==> config.mk <==
export PLATFORM = sky130hd
export DESIGN_NAME = prog_spi_sequencer
export DESIGN_NICKNAME = d
export VERILOG_FILES = /design/src/rtl/prog_spi_sequencer.sv
export SDC_FILE = /design/constraint.sdc
export NUM_CORES = 1
export LEC_CHECK = 0
export CORE_MARGIN = 8
export CORE_UTILIZATION = 50
export CTS_BUF_LIST = sky130_fd_sc_hd__clkbuf_8
export DETAILED_ROUTE_END_ITERATION = 7
export GPL_TIMING_DRIVEN = 0
export PLACE_DENSITY_LB_ADDON = 0.3
export SLEW_MARGIN = 20
export SYNTH_ARGS = -nofsm -noshare
export SYNTH_HDL_FRONTEND = slang
export SYNTH_SLANG_ARGS = --single-unit
==> constraint.sdc <==
create_clock -name CLK -period 2.25 [get_ports CLK]
set_input_delay 0.675 -clock CLK [delete_from_list [all_inputs] [get_ports CLK]]
set_output_delay 0.675 -clock CLK [all_outputs]
set_load 0.005 [all_outputs]
==> src/rtl/prog_spi_sequencer.sv <==
// Purpose: mode-00 SPI master that shifts one NUM_BITS frame (LSB first) into the
//   AFE programmer, or drives a digital-reset pulse (CS=1 and SCLK=1) on the same pins.
// Latency: DONE (2*NUM_BITS+2)*HALF_DIV cycles after the accept edge for a load, RST_HOLD for a reset pulse.
// Backpressure: START/DRST_REQ are sampled only in IDLE; requests seen while BUSY are dropped, not queued.
// Ports: CLK/RST_N clock and async active-low reset; START+CFG frame load request;
//   DRST_REQ reset-pulse request (wins over START); BUSY/DONE status; SDI/SCLK/CS programmer pins.
module prog_spi_sequencer #(
  parameter int NUM_BITS = 111,
  parameter int HALF_DIV = 4,
  parameter int RST_HOLD = 8
) (
  input  logic                CLK,
  input  logic                RST_N,
  input  logic                START,
  input  logic [NUM_BITS-1:0] CFG,
  input  logic                DRST_REQ,
  output logic                BUSY,
  output logic                DONE,
  output logic                SDI,
  output logic                SCLK,
  output logic                CS
);

  localparam int BW   = $clog2(NUM_BITS + 1);
  // One timer serves both the SCLK half-period and the reset-pulse hold.
  localparam int TMAX = (HALF_DIV > RST_HOLD) ? HALF_DIV : RST_HOLD;
  localparam int TW   = $clog2(TMAX + 1);
  localparam logic [TW-1:0] HALF_LD = TW'(HALF_DIV - 1);
  localparam logic [TW-1:0] HOLD_LD = TW'(RST_HOLD - 1);
  localparam logic [BW-1:0] LAST_BIT = BW'(NUM_BITS);

  typedef enum logic [2:0] {
    S_IDLE,
    S_SETUP,
    S_HIGH,
    S_LOW,
    S_LATCH,
    S_DRST
  } state_e;

  state_e              state_q, state_d;
  logic [TW-1:0]       tmr_q, tmr_d;
  logic [BW-1:0]       bit_cnt_q, bit_cnt_d;
  logic [NUM_BITS-1:0] sh_q, sh_d;
  logic                cs_q, cs_d;
  logic                sclk_q, sclk_d;
  logic                sdi_q, sdi_d;
  logic                busy_q, busy_d;
  logic                done_q, done_d;
  logic                tmr_done;
  logic                in_frame;

  assign tmr_done = (tmr_q == '0);

  always_comb begin
    state_d   = state_q;
    tmr_d     = tmr_done ? tmr_q : tmr_q - TW'(1);
    bit_cnt_d = bit_cnt_q;
    sh_d      = sh_q;
    done_d    = 1'b0;

    case (state_q)
      S_IDLE: begin
        if (DRST_REQ) begin
          state_d = S_DRST;
          tmr_d   = HOLD_LD;
        end else if (START) begin
          state_d   = S_SETUP;
          tmr_d     = HALF_LD;
          sh_d      = CFG;
          bit_cnt_d = '0;
        end
      end
      S_SETUP: begin
        if (tmr_done) begin
          state_d = S_HIGH;
          tmr_d   = HALF_LD;
        end
      end
      S_HIGH: begin
        if (tmr_done) begin
          state_d   = S_LOW;
          tmr_d     = HALF_LD;
          bit_cnt_d = bit_cnt_q + BW'(1);
          // Zero fill: once every bit is out, SDI naturally returns to 0.
          sh_d      = {1'b0, sh_q[NUM_BITS-1:1]};
        end
      end
      S_LOW: begin
        if (tmr_done) begin
          state_d = (bit_cnt_q == LAST_BIT) ? S_LATCH : S_HIGH;
          tmr_d   = HALF_LD;
        end
      end
      S_LATCH: begin
        if (tmr_done) begin
          state_d = S_IDLE;
          done_d  = 1'b1;
        end
      end
      S_DRST: begin
        if (tmr_done) begin
          state_d = S_IDLE;
          done_d  = 1'b1;
        end
      end
      default: begin
        state_d = S_IDLE;
      end
    endcase

    // Pins are decoded from the next state so every output is a plain flop.
    in_frame = (state_d == S_SETUP) || (state_d == S_HIGH) || (state_d == S_LOW);
    cs_d     = ~in_frame;
    sclk_d   = (state_d == S_HIGH) || (state_d == S_DRST);
    sdi_d    = in_frame & sh_d[0];
    busy_d   = (state_d != S_IDLE);
  end

  always_ff @(posedge CLK or negedge RST_N) begin
    if (!RST_N) begin
      state_q   <= S_IDLE;
      tmr_q     <= '0;
      bit_cnt_q <= '0;
      sh_q      <= '0;
      cs_q      <= 1'b1;
      sclk_q    <= 1'b0;
      sdi_q     <= 1'b0;
      busy_q    <= 1'b0;
      done_q    <= 1'b0;
    end else begin
      state_q   <= state_d;
      tmr_q     <= tmr_d;
      bit_cnt_q <= bit_cnt_d;
      sh_q      <= sh_d;
      cs_q      <= cs_d;
      sclk_q    <= sclk_d;
      sdi_q     <= sdi_d;
      busy_q    <= busy_d;
      done_q    <= done_d;
    end
  end

  assign CS   = cs_q;
  assign SCLK = sclk_q;
  assign SDI  = sdi_q;
  assign BUSY = busy_q;
  assign DONE = done_q;

endmodule

==> results.md <==
- Synth unique cells: 41
- Setup TNS: 0 ns
- Flops & latches, synth: between 100 and 150
- P_int: 5.42 mW
- Sw Pwr: between 2 and 3 mW
- Fin. Hold Viols: 0
- Final hold slack: between 0.15 and 0.2 ns
- Pleak: 3.57 nW
- Vias per Instance: about 5.5
- CTS clk-pin slew, worst paths: 0.08 ns
- Leading area contributor after synthesis: dfrtp_1
- Total CTS buffers: 17
- Status: completed
- Clk pwr share: 0.241
- Initial core utilization: 0.516
- Final setup fails: 0
- Worst Skew: 0.0126 ns
- Via count: 4759
- Syn_area_per_cell: 9.79 µm²
- Delay-heaviest family, CP: flip-flops
- Mapped Area: around 0.0056 mm²
- Worst-margin pin slew: ~0.49 ns
- Critical path type: register to output port
- Hpwl dp: 10300 µm
- Slew HR: 0.675
- Chip width: 122 µm
- Worst skew pair latency: 0.43 ns
- Arrival @ worst endpoint: 1.47 ns
- Commonest cells post-synth: 227 x nand2_1, 129 x dfrtp_1, 110 x a22oi_1
- RSZ-0062 raised after global routing: false
- Fin cells: 866
- Sinks on Clock Net: 130
- Synth warnings: 0
- Max incr delay on CP: approximately 0.53 ns
- Period Utilization, post-route: 0.952
- TritonCTS clock tree: built
- CP endpoint kind: output port
- Class of the worst hold path: primary input to asynchronous set/reset pin
- Final core utilization: 0.686
- Max_cap viols: 0
- Residual DRC: 0
- Buf/Inv on CP: 1
- GRT overflow: 0
- Slew Viols, Final: 0
- GP Congestion: 0.832
- PnR worst setup slack: about 0.11 ns
- Post-synth top flop: dfrtp_1
- # hold bufs at CTS: 0
- Max frequency: about 470 MHz
- Drt pass-1 iters: 6
- Share of cells above drive strength 1: 0.106
- Largest net degree at the start of global routing: a little over 80
- Footprint of the multi-input gates: 0.00218 mm²
- FF+latch area: around 0.0033 mm²
- Tmin final: 2.14 ns
- CP startpoint kind: register
- Worst-path cell chain: clkdlybuf4s50_1
- I/O Buffers: 119
- Number of synthesized flops with an enable pin: 0
- Slowest CP cell: dfstp_2
- Post-synth net total: 691
- H-tree levels: 4
- Top-count cell post-synth: nand2_1
- Ports: 120
- Switching Share: 0.338
- Total GRT Usage: 0.199
- Pwr dens: between 1000 and 1500 mW/mm²
- Area delta synth->final: 32.8%
- CP max FO: 1
- Total Nets Final: 830
- Fillcell total: 857
- Initial antenna violation count: 0
- # rows: 38
- Die Area: 0.0149 mm²
- Async set-or-reset flop fraction in the synthesized netlist: 1.00
- Clock Tree Root: clkbuf_8
- Vias in the first global route: 5050
- Maximum vdd drop: 0.666 mV
- DR WL/cell: 16.7 µm
- Drt total wl: 14400 µm
- First-pass GRT wire length: between 20000 and 25000 µm
- Mapped Cells: ~570
- Clock Path Buffers: 2
- Worst slack at placement: -0.568 ns
- Antenna Violating Nets Remaining: 0
- Yosys top cell area share: 0.574
- DR iter-0 viols: 427
- Seq/Total Area, Yosys: 0.579
- Placed cell count: 834
- Die Y: 122 µm
- # diodes: 0
- Logic pwr share: 0.265
- Sequential share of power: 0.494
- CORE AREA: 0.0109 mm²
- Worst Path Required: 1.57 ns
- Area contributors post-synth: dfrtp_1 57%, nand2_1 15%, a22oi_1 15%
==> area by class of cell <==
cell class | count | area share
flip-flops and latches | 130 | 0.436
repair buffers | 120 | 0.163
well taps | 140 | 0.0235
clock inverters | 13 | 0.0183
plain buffers | 40 | 0.0287
multi-input cells | 399 | 0.293
inverters | 5 | 0.00251
clock buffers | 19 | 0.0350
==> cells in the final DEF, fill, tap and decap left out, types with 3 or more instances in the layout <==
master and n:
clkbuf_4 3, inv_1 5, clkbuf_1 12, buf_2 18
nand2_1 227, a22oi_1 110, a21oi_1 4, clkinv_2 4
nor3_1 3, clkdlybuf4s50_1 118, clkinv_4 3, nor2_1 9
xor2_1 4, dfrtp_1 129, clkbuf_8 19, clkinvlp_4 4
o21ai_0 3, buf_4 6
==> per-layer routing <==
layer  wire length [µm]  GRT usage  up-vias
met3                701     0.0491       18
met4                165     0.0732        0
met2               7480      0.337      138
met1               6090      0.242     2335
li1                   -          -     2268
met5                  0          0        -
==> power groups by stage <==
stage / combinational (mW) / clock (mW) / sequential (mW)
global route: 2.47 / 2.10 / 4.16
global placement: 1.97 / 0 / 3.98
detailed placement: 2.12 / 0 / 4.04
floorplan: 1.45 / 0 / 3.87
finish: 2.17 / 1.97 / 4.05
CTS: 2.15 / 2.00 / 4.02
==> registers in the layout, summed over array words and instances (netlist names) <==
register / count
SCLK: 1
bit_cnt_q: 7
sh_q: 111
DONE: 1
SDI: 1
tmr_q: 4
CS: 1
BUSY: 1
state_q: 3
==> what timing repair did <==
action / 4_1_cts / 5_1_grt
pin swaps: 0 / 0
endpoints found under the hold margin: 0 / 0
endpoints found under the setup margin: 61 / 92
gates resized for setup: 2 / 9
setup buffers: 0 / 0
==> cells by family (layout without fill, tap and decap cells) <==
group                      count (synthesis)  after routing  share of synthesized area
and+or+nand+nor                          262            262                      0.192
adders and majority gates                  2              2                    0.00445
AOI/OAI and AO/OA                        128            128                      0.174
buffers and inverters                     45            197                     0.0394
muxes                                      1              1                    0.00200
xor gates and xnor gates                   6              6                    0.00935
DFF                                      130            130                      0.579
==> stage by stage <==
stage / total power [mW] / instance area [µm²]
after floorplan: 5.31 / 5620
after global placement: 5.95 / 6990
after detailed placement: 6.17 / 7010
after CTS: 8.16 / 7420
after global routing: 8.72 / 7460
final: 8.18 / 7460
==> path summary, 6_finish.rpt <==
path	startpoint	to	slack, ns	depth (start not counted)
max	CS	CS	0.11	1
min	RST_N	sh_q[92]	0.18	1
max reg2reg	tmr_q[0]	sh_q[34]	0.16	9
min reg2reg	sh_q[87]	sh_q[87]	0.48	2
max in group asynchronous	RST_N	sh_q[54]	1.31	2
min in group CLK	sh_q[87]	sh_q[87]	0.48	2
No activity file was read; power rests on OpenSTA's default activity.
